==> src/rtl/padovan_datapath.sv <==
// padovan_datapath: register file, bus muxes and ALU under the Padovan controller.
// Define PADOVAN_DATAPATH_FLAGREG_EN to register the ALU status flags.
module padovan_datapath #(
  parameter int DATAWIDTH     = 8,
  parameter int SELECTIONALU  = 3,
  parameter int SELECTIONDECO = 3
) (
  input  logic                     clk,
  input  logic                     lowRst,
  input  logic [SELECTIONDECO-1:0] sSelDecoA,
  input  logic [SELECTIONDECO-1:0] sSelDecoB,
  input  logic [SELECTIONDECO-1:0] sSelDecoC,
  input  logic [SELECTIONALU-1:0]  sSelAlu,
  input  logic [DATAWIDTH-1:0]     iRegProg0,
  input  logic [DATAWIDTH-1:0]     iRegProg1,
  output logic                     sZero,
  output logic                     sNegative,
  output logic                     sCarry,
  output logic                     sOverflow,
  output logic [DATAWIDTH-1:0]     oResult,
  output logic                     oValid
);

  localparam int NGPR = 5;
  localparam int MSB  = DATAWIDTH - 1;

  logic [DATAWIDTH-1:0] r_gpr [NGPR];
  logic [DATAWIDTH-1:0] r_rp0;
  logic [DATAWIDTH-1:0] r_rp1;
  logic [DATAWIDTH-1:0] r_holdA;
  logic [DATAWIDTH-1:0] r_holdB;
  logic                 r_valid;

  logic [DATAWIDTH-1:0] w_busA;
  logic [DATAWIDTH-1:0] w_busB;
  logic [DATAWIDTH:0]   w_a9;
  logic [DATAWIDTH:0]   w_b9;
  logic [DATAWIDTH:0]   w_wide;
  logic [DATAWIDTH-1:0] w_res;
  logic                 w_carry;
  logic                 w_ovf;
  logic                 w_zero;
  logic                 w_neg;

  // Source mux shared by both read buses; code 7 replays last cycle's bus.
  function automatic logic [DATAWIDTH-1:0] src_sel(
    input logic [SELECTIONDECO-1:0] sel,
    input logic [DATAWIDTH-1:0]     hold
  );
    logic [DATAWIDTH-1:0] v;
    v = '0;
    unique case (sel)
      SELECTIONDECO'(0): v = r_gpr[0];
      SELECTIONDECO'(1): v = r_gpr[1];
      SELECTIONDECO'(2): v = r_gpr[2];
      SELECTIONDECO'(3): v = r_gpr[3];
      SELECTIONDECO'(4): v = r_gpr[4];
      SELECTIONDECO'(5): v = r_rp1;
      SELECTIONDECO'(6): v = r_rp0;
      default:           v = hold;
    endcase
    return v;
  endfunction

  // Read buses see pre-edge register contents.
  always_comb begin
    w_busA = src_sel(sSelDecoA, r_holdA);
    w_busB = src_sel(sSelDecoB, r_holdB);
  end

  // ALU with one extra bit so carry/borrow fall out of the top bit.
  always_comb begin
    w_a9    = {1'b0, w_busA};
    w_b9    = {1'b0, w_busB};
    w_wide  = '0;
    w_carry = 1'b0;
    w_ovf   = 1'b0;
    unique case (sSelAlu)
      SELECTIONALU'(0): w_wide = w_a9;
      SELECTIONALU'(1): begin
        w_wide  = w_a9 - w_b9;
        w_carry = w_wide[DATAWIDTH];
        w_ovf   = (w_busA[MSB] ^ w_busB[MSB])
                & (w_wide[MSB] ^ w_busA[MSB]);
      end
      SELECTIONALU'(2): begin
        w_wide  = w_a9 + w_b9;
        w_carry = w_wide[DATAWIDTH];
        w_ovf   = ~(w_busA[MSB] ^ w_busB[MSB])
                & (w_wide[MSB] ^ w_busA[MSB]);
      end
      SELECTIONALU'(3): w_wide = w_a9 & w_b9;
      SELECTIONALU'(4): w_wide = w_a9 | w_b9;
      SELECTIONALU'(5): w_wide = w_a9 ^ w_b9;
      SELECTIONALU'(6): w_wide = w_b9;
      default:          w_wide = '0;
    endcase
    w_res  = w_wide[MSB:0];
    w_zero = (w_res == '0);
    w_neg  = w_res[MSB];
  end

  // General registers: codes 0-4 write, 5-7 are no-write.
  always_ff @(posedge clk or posedge lowRst) begin
    if (lowRst) begin
      for (int i = 0; i < NGPR; i++) r_gpr[i] <= '0;
    end else begin
      for (int i = 0; i < NGPR; i++) begin
        if (sSelDecoC == SELECTIONDECO'(i)) r_gpr[i] <= w_res;
      end
    end
  end

  // Program registers, bus holds and the R3 write strobe.
  always_ff @(posedge clk or posedge lowRst) begin
    if (lowRst) begin
      r_rp0   <= '0;
      r_rp1   <= '0;
      r_holdA <= '0;
      r_holdB <= '0;
      r_valid <= 1'b0;
    end else begin
      r_rp0   <= iRegProg0;
      r_rp1   <= iRegProg1;
      r_holdA <= w_busA;
      r_holdB <= w_busB;
      r_valid <= (sSelDecoC == SELECTIONDECO'(3));
    end
  end

`ifdef PADOVAN_DATAPATH_FLAGREG_EN
  logic [3:0] r_flags;

  // Flags lag the ALU by one cycle; reset shows a zero result.
  always_ff @(posedge clk or posedge lowRst) begin
    if (lowRst) r_flags <= 4'b1000;
    else        r_flags <= {w_zero, w_neg, w_carry, w_ovf};
  end

  assign {sZero, sNegative, sCarry, sOverflow} = r_flags;
`else
  assign sZero     = w_zero;
  assign sNegative = w_neg;
  assign sCarry    = w_carry;
  assign sOverflow = w_ovf;
`endif

  assign oResult = r_gpr[3];
  assign oValid  = r_valid;

endmodule

==> config.mk <==
export PLATFORM = sky130hd
export DESIGN_NAME = padovan_datapath
export DESIGN_NICKNAME = d
export VERILOG_FILES = /design/src/rtl/padovan_datapath.sv
export SDC_FILE = /design/constraint.sdc
export NUM_CORES = 1
export LEC_CHECK = 0
export CORE_ASPECT_RATIO = 1.5
export CORE_UTILIZATION = 65
export CTS_BUF_LIST = sky130_fd_sc_hd__clkbuf_4 sky130_fd_sc_hd__clkbuf_8
export DETAILED_ROUTE_END_ITERATION = 10
export PLACE_DENSITY_LB_ADDON = 0.2
export SLEW_MARGIN = 20
export SYNTH_ARGS = -nofsm -noshare
export SYNTH_HDL_FRONTEND = slang
export SYNTH_SLANG_ARGS = --single-unit
==> constraint.sdc <==
create_clock -name clk -period 16 [get_ports clk]
set_input_delay 3.2 -clock clk [delete_from_list [all_inputs] [get_ports clk]]
set_output_delay 3.2 -clock clk [all_outputs]
set_load 0.01 [all_outputs]
# After elaboration in Yosys (flattened, before gate mapping)
# Index checks and enable logic that the tools add are counted.
[op_classes]
add_sub_neg = 2
mul = 0
div = 0
magnitude_cmp = 0
n_eq_ne = 22
shifts = 0
mux = 5
bitwise_logic = 9
reduce_logical = 5
[ops]
columns = ["operator", "count"]
rows = [
  ["$pmux W8 S7", 3],
  ["$eq A3 B3 Y1 const B", 10],
  ["$eq A3 B2 Y1 const B", 8],
  ["$eq A3 B1 Y1 const B", 4],
  ["$logic_not A3 Y1", 4],
  ["$add A8 B8 Y9", 1],
  ["$sub A8 B8 Y9", 1],
  ["$and A8 B8 Y8", 1],
  ["$logic_not A8 Y1", 1],
  ["$or A8 B8 Y8", 1],
  ["$xor A8 B8 Y8", 1],
  ["$pmux W1 S2", 2],
  ["$xor A1 B1 Y1", 3],
  ["$and A1 B1 Y1", 2],
  ["$not A1 Y1", 1],
]
[word_totals]
reg_bits = 73
latch_bits = 0
mem_bits_rw = 0
rom_bits = 0
inputBits = 30
output_inout_bits = 13
wordCells = 53
n_memories = 0

# Longest topological paths before layout
# Gate-level depths: netlist (run 1).
[logic_depth]
depth_word = 6
depth_mapped = 17
mapped_depth_nobuf = 14

# Worst setup path after synthesis (run 1)
# No wires, ideal clock.
[synth_timing]
path_type = "input to output"
from = "in sSelDecoB[0]"
to = "out sZero"
t_arrival_ns = 6.639
required_ns = 12.800
setup_slack_ns = 6.161
path_stages = 17
n_path_buf = 4
cell_sequence = "buf_2 > buf_2 > buf_2 > mux2i_1 > nor3_1 > a221oi_1 > nor2_1 > inv_1 > ha_1 > buf_2 > or3b_1 > o22ai_2 > o41ai_1 > a221o_1 > a211oi_2 > inv_1 > nor4_2"
[synth_via]
elab_chain_cells = 5
elab_cells_between_ends = 15
cone_classes = "2 x add/sub; 6 x eq/ne; 2 x mux; 3 x bitwise; 2 x reduce/logical"
[synth_lines]
columns = ["item", "line", "source"]
rows = [
  ["from (decl)", "11", "input logic [SELECTIONDECO-1:0] sSelDecoB,"],
  ["$eq A3 B3 Y1, or another cell as far along", "52", "unique case (sel)"],
  ["$pmux W8 S7 *", "52", ""],
  ["named net w_busB[2]", "35", "logic [DATAWIDTH-1:0] w_busB;"],
  ["$add A8 B8 Y9 / $sub A8 B8 Y9 (equally long branches)", "87, 81", ""],
  ["$pmux W8 S7 *", "78", "unique case (sSelAlu)"],
  ["named net sNegative", "17", "output logic sNegative,"],
  ["$logic_not A8 Y1 *", "99", "w_zero = (w_res == '0);"],
  ["to (decl)", "16", "output logic sZero,"],
]
# Mark *: on every way through the listed nets, which the timed path passes. The rest lies on a longest branch.

# Worst setup path in the final report (run 1)
[layout_timing]
from = "in sSelDecoA[1]"
to = "out sZero"
[layout_via]
elab_chain_cells = 5
elab_cells_between_ends = 15
cone_classes = "2 x add/sub; 6 x eq/ne; 2 x mux; 3 x bitwise; 2 x reduce/logical"
[layout_lines]
columns = ["item", "line", "source"]
rows = [
  ["from (decl)", "10", "input logic [SELECTIONDECO-1:0] sSelDecoA,"],
  ["$eq A3 B3 Y1, or another cell as far along", "52", ""],
  ["$pmux W8 S7 *", "52", ""],
  ["named net w_busA[4]", "34", "logic [DATAWIDTH-1:0] w_busA;"],
  ["$add A8 B8 Y9, or another cell as far along", "87", "w_wide = w_a9 + w_b9;"],
  ["$pmux W8 S7 *", "78", ""],
  ["$logic_not A8 Y1 *", "99", ""],
]
# Marked as above.

==> results.toml, run 1 <==
[outcome]
status = "finished clean"

[synthesis]
syn_nets = 557
synth_area_um2 = 4790
synth_top_area_cell = "dfrtp_1"
synth_common_cells = "73 x dfrtp_1, 53 x nor2_1, 41 x a21oi_1"
ys.warnings.count = 0
synth.area.top_cells = "dfrtp_1 38%, ha_1 6.8%, mux4_2 4.7%"
avgSynthCellArea_um2 = 9.57
yosysUniqueCellTypes = 66
syn-instance-count = 501
synth_most_common_cell = "dfrtp_1"
synthFlopType = "dfrtp_1"
synth-seq-cells = 73
async_reset_ff_share_pct = 100
synth_top_area_share_pct = 38.1
synth_edf_count = 0
ys_seq_area_share_pct = 38.1

[die]
coreArea_um2 = 7180
dieArea_um2 = 7730
die-width_um = 72.1
io_pins = 43
initial_utilization_pct = 66.8
std_cell_rows = 38
die_h_um = 107

[setup_path]
cpMaxStageDelayCell = "clkdlybuf4s50_1"
path_delay_family = "compound AO/OA/AOI/OAI gates"
slowest_delay_ns = 1.18
rrSetupSlack_ns = 11.93
cp_max_fo = 23
cp_num_buf_inv = 4
worstSetupEndpointType = "output pin"
crit_path_start_kind = "primary input"
cp_cell_sequence = "clkdlybuf4s50_1 -> inv_1 -> a31o_2 -> o21ai_0 -> o21ai_0 -> ha_1 -> or3b_1 -> o22ai_2 -> o41ai_1 -> o221ai_1 -> a211oi_2 -> inv_1 -> nor4_2 -> clkdlybuf4s50_1"
critical_path_arrival_ns = 8.66
critPathRequiredTime_ns = 12.80
critPathKind = "primary input to output pin"

[clock_tree]
ctsLongestPathBuffers = 2
post_cts_buffers = 0
root_buffer = "clkbuf_8"
cts_tree = "done"
clock_latency_ns = 0.36
numCtsBuffers = 9
htreeDepth = 3
postCtsHoldBufs = 0
cts.clk_slew.worst_paths_ns = 0.08
cts_num_sinks = 73
postCtsResizedCells = 0

[layout]
nets = 580
regArea_um2 = 1830
multi_input_area_um2 = 2640
final_cell_count_no_fill = 629
fill_cells = 487
syn2layout_area_growth_pct = 13.9
diodes = 0
drive_gt1_share_pct = 11.3

[sta]
setup_viol_count_final = 0
fin_setup_tns_ns = 0
slew_headroom_pct = 28.5
hold_viol_final = 0
tightest_slew_ns = 1.07
skew_ns = 0.0103
hold_slack_ns = 0.550
max_freq_ghz = 0.0843
rsz0062_at_grt = "no"
fin_crit_ns = 11.86
min_period_over_period_pct = 74.1
finalMaxSlewViolations = 0

[global_route]
grt_max_degree = 74
grt_pass1_vias = 3991
grt.total_usage_pct = 34.7
antenna_found_initial = 0
grt_pass1_wl_um = 19900
grt_overflow_total = 0

[power_and_ir_drop]
intPower_mw = 0.508
switching_power_mw = 0.286
p_total_mw = 0.794
seqPwrFrac_pct = 33.8
power_density_nw_per_um2 = 145
p_comb_share_pct = 41.7
peakVddDrop_v = 0.0000780
p_leak_nw = 2.36
switching_share_pct = 36.0
pwr-share-clk_pct = 24.5

[route]
drt-total-wl_um = 12600
post_drt_via_cell_ratio = 6.38
drt_pass1_iterations = 5
num_vias = 4016
wl_per_cell_um = 20.1
drc_errors = 0
drt_iter0_drc = 407
ant_nets = 0

[placed_design]
gp_congestion = 0.975
dp_hpwl_um = 8980
portBuffers = 42
placed_cells = 613

[job]
cap_violations = 0

[hold_path]
hold_class = "flip-flop to flip-flop"
[worst register-to-register path, stage by stage, from the launching register on]
cell	delay [ns]
dfrtp_1	0.40
mux4_2	0.26
nor2_1	0.05
a221oi_1	0.67
inv_1	0.10
ha_1	0.44
nor2b_1	0.19
a211oi_1	0.42
o21ai_0	0.27
a221oi_1	0.37
o2111ai_1	0.38
mux2_2	0.42
[final timing paths]
kind                                   end  cells after the start    startpoint
worst max register to register   r_gpr[38]                     11    oResult[2]
min in group asynchronous           oValid                      3        lowRst
worst min register to register  oResult[3]                      2    oResult[3]
worst min-delay path            oResult[3]                      2    oResult[3]
worst max-delay path                 sZero                     14  sSelDecoA[1]
max in group asynchronous        r_gpr[32]                      3        lowRst
[cells by family (layout without fill, tap and decap cells)]
family          count (synthesis)  in the layout  synth area share, %
mux                            44             44                 12.8
fa+ha+maj                      26             26                 6.78
compound gates                132            132                 19.3
simple gates                  156            156                 15.8
flops                          73             73                 38.1
buf+inv                        67             95                 6.76
xor+xnor                        3              3                0.548
[per-stage QoR]
stage               area [µm²]  setup slack, ns  util (%)
floorplan                 4790             6.16         -
global placement          5180             4.32      72.2
detailed placement        5180             4.25      72.2
CTS                       5460             4.21      76.1
global route              5460             3.84      76.1
finish                    5460             4.14      76.1
[final cells by class]
class / count / share of cell area [%]
Clock buffer: 11 / 2.77
Multi-Input combinational cell: 361 / 48.4
Timing Repair Buffer: 50 / 8.80
Sequential cell: 73 / 33.4
Inverter: 29 / 1.99
Clock inverter: 5 / 2.29
Tap cell: 100 / 2.29
[sequential cells by signal, summed over array words and instances, names as in the netlist]
signal	count
r_gpr	32
r_rp0	8
oResult	8
r_holdB	8
r_holdA	8
r_rp1	8
oValid	1
[placed cells by master, fill, tap and decap left out, types with 4 or more instances in the layout]
master,instances
a21oi_1,41
a221o_1,4
a221oi_1,10
a31oi_1,4
and2_1,5
and3_1,4
buf_4,8
bufinv_16,4
clkbuf_8,11
clkdlybuf4s50_1,42
dfrtp_1,73
ha_1,26
inv_1,28
mux2_2,11
mux2i_1,21
mux4_2,10
nand2_1,38
nand2b_1,7
nand3_1,8
nor2_1,53
nor2b_1,10
nor3_1,9
nor3b_1,8
o211ai_1,4
o21ai_0,25
o221ai_1,4
[power groups by stage]
stage / Combinational, mW / Clock (mW) / Sequential [mW]
6_report: 0.331 / 0.194 / 0.269
3_5_place_dp: 0.323 / 0 / 0.270
4_1_cts: 0.327 / 0.195 / 0.267
3_3_place_gp: 0.314 / 0 / 0.269
5_1_grt: 0.360 / 0.204 / 0.273
2_1_floorplan: 0.249 / 0 / 0.257
[layer usage]
layer | vias up | GRT usage [%] | routed length (µm)
li1 | 1853 | - | -
met1 | 1935 | 40.5 | 4850
met2 | 186 | 59.6 | 6560
met3 | 42 | 5.92 | 691
met4 | 0 | 18.6 | 512
met5 | - | 0 | 0
Note: power is estimated with default switching activity, not from simulation.
==> inputs of run 2 (changes only) <==
--- a/config.mk
+++ b/config.mk
@@ -6,7 +6,7 @@
 export NUM_CORES = 1
 export LEC_CHECK = 0
 export CORE_ASPECT_RATIO = 1.5
-export CORE_UTILIZATION = 65
+export CORE_UTILIZATION = 60
 export CTS_BUF_LIST = sky130_fd_sc_hd__clkbuf_4 sky130_fd_sc_hd__clkbuf_8
 export DETAILED_ROUTE_END_ITERATION = 10
 export PLACE_DENSITY_LB_ADDON = 0.2
==> constraint.sdc (replaced) <==
create_clock -name clk -period 12.1 [get_ports clk]
set_input_delay 2.42 -clock clk [delete_from_list [all_inputs] [get_ports clk]]
set_output_delay 2.42 -clock clk [all_outputs]
set_load 0.01 [all_outputs]
==> run 2 against run 1 <==
  * Via count increased by 0.97%
  * Combinational power is 33% higher
  * Clock-buffer cell count shrank 1
  * First-iteration DRC count is 15% lower
  * Register-to-register slack lost 3.8 ns
  * Clock power down 4%
  * Critical path type unchanged
  * Critical endpoint unchanged
  * Largest cell class unchanged
==> results.toml, run 2 (synthesized netlist as in run 1, its figures left out) <==
[setup_path]
cp_cell_sequence = "clkdlybuf4s50_1 -> inv_1 -> a32o_1 -> o32ai_2 -> inv_1 -> ha_1 -> a21oi_1 -> o22ai_2 -> o41ai_1 -> o221ai_1 -> a211oi_2 -> inv_1 -> nor4_2 -> clkdlybuf4s50_1"
cp_max_fo = 23
cpMostUsedCell = "inv_1"
crit_path_start_kind = "primary input"
critPathKind = "primary input to output pin"
cpMaxStageDelayCell = "clkdlybuf4s50_1"
slowest_delay_ns = 1.18
critPathRequiredTime_ns = 9.68
worstSetupEndpointType = "output pin"
critical_path_arrival_ns = 7.95

[layout]
fin_util_pct = 70.4
nets = 581
final_area_um2 = 5400
fill_cells = 617
syn2layout_area_growth_pct = 12.5
top_register = "r_gpr"
mostFrequentLayoutCells = "73 x dfrtp_1, 53 x nor2_1, 42 x clkdlybuf4s50_1"
final_common_cell = "dfrtp_1"
drive_gt1_share_pct = 11.7
largest_reg_flops = 32
diodes = 0

[placed_design]
gp_congestion = 0.986
dp_hpwl_um = 9560
placed_area_um2 = 5200
portBuffers = 42

[sta]
finalMaxSlewViolations = 0
fin_setup_tns_ns = 0
max_freq_ghz = 0.0965
slew_headroom_pct = 25.6
skew_ns = 0.0110
tightest_slew_ns = 1.11
setup_viol_count_final = 0
hold_viol_final = 0
fin_crit_ns = 10.37
rsz0062_at_grt = "no"
min_period_over_period_pct = 85.7

[power_and_ir_drop]
peakVddDrop_v = 0.000105
p_leak_nw = 2.33
power_density_nw_per_um2 = 182
p_total_mw = 0.984

[global_route]
grt_busiest_layer = "met2"
gr-usage-met1_pct = 37.8
grt_max_degree = 74
grt.total_usage_pct = 32.2
grt_overflow_total = 0
grt_util_met2_pct = 55.1
grtUsageMet3_pct = 5.79
grt_pass1_wl_um = 19800
grt_pass1_vias = 3923
antenna_found_initial = 0

[route]
drt_iter0_drc = 344
drc_errors = 0
post_drt_via_cell_ratio = 6.42
drt_pass1_iterations = 5
wl_per_cell_um = 20.3
drt-total-wl_um = 12800
num_vias = 4055
ant_nets = 0

[clock_tree]
post_cts_buffers = 0
cts_num_sinks = 73
clock_latency_ns = 0.35
cts.clk_slew.worst_paths_ns = 0.07
cts_tree = "done"
postCtsResizedCells = 0
htreeDepth = 3
ctsLongestPathBuffers = 2
root_buffer = "clkbuf_8"
numCtsBuffers = 9
postCtsHoldBufs = 0

[die]
initial_utilization_pct = 62.6
die_h_um = 111
dieArea_um2 = 8360
coreArea_um2 = 7660
std_cell_rows = 39
die-width_um = 75.0
io_pins = 43

[hold_path]
hold_class = "flip-flop to flip-flop"

[job]
cap_violations = 0

[outcome]
status = "finished clean"
-- run 2: area by class of cell --
type | instances | area, µm² | share of cell area [%]
flip-flops and latches | 73 | 1830 | 33.9
clock inverters | 6 | 57.6 | 1.07
well taps | 102 | 128 | 2.37
repair buffers | 51 | 488 | 9.04
inverters | 29 | 109 | 2.02
multi-input cells | 361 | 2650 | 49.1
clock buffers | 10 | 138 | 2.55
-- run 2: report_power, final --
group	internal, mW	total [mW]	leakage [nW]	switching (mW)
clock network	0.0992	0.186	0.102	0.0868
logic	0.197	0.439	1.38	0.242
registers	0.307	0.360	0.848	0.0526
-- run 2: through the flow --
| stage | cells | worst slack (ns) | hold slack (ns) |
|---|---|---|---|
| 6_report | 632 | 1.73 | 0.549 |
| 3_5_place_dp | 616 | 1.86 | 0.525 |
| 2_1_floorplan | 501 | 3.82 | 0.480 |
| 5_1_grt | 632 | 1.44 | 0.562 |
| 3_3_place_gp | 616 | 1.94 | 0.517 |
| 4_1_cts | 632 | 1.82 | 0.541 |
-- run 2: worst paths after layout --
kind                                    from          to  slack (ns)  depth (start not counted)
worst max register to register    oResult[2]   r_gpr[30]        8.11                         11
max in group asynchronous             lowRst   r_gpr[28]        8.85                          3
min in group asynchronous             lowRst  oResult[6]        2.63                          3
worst max-delay path            sSelDecoA[1]       sZero        1.73                         14
worst min-delay path                r_gpr[6]    r_gpr[6]        0.55                          1
worst min register to register      r_gpr[6]    r_gpr[6]        0.55                          1
-- run 2: critical path, delay by kind of cell --
| family | cells | cell delay (ns) |
|---|---|---|
| AO/OA/AOI/OAI | 7 | 2.45 |
| AND/OR/NAND/NOR | 1 | 0.29 |
| buffers and inverters | 5 | 2.37 |
| adder cells (fa/ha/maj) | 1 | 0.42 |
-- run 2: layer usage --
metal	part of all wire (%)	routed length, µm
met5	0	0
met4	4.6	597
met3	5.8	750
met2	51	6530
met1	39	4970
==> inputs of run 3 (changes only) <==
--- a/config.mk
+++ b/config.mk
@@ -5,6 +5,7 @@
 export SDC_FILE = /design/constraint.sdc
 export NUM_CORES = 1
 export LEC_CHECK = 0
+export ABC_CLOCK_PERIOD_IN_PS = 12100
 export CORE_ASPECT_RATIO = 1.5
 export CORE_UTILIZATION = 60
 export CTS_BUF_LIST = sky130_fd_sc_hd__clkbuf_4 sky130_fd_sc_hd__clkbuf_8
==> results of run 3 <==
The final DEF is identical to that of run 2; final timing and power are the same.
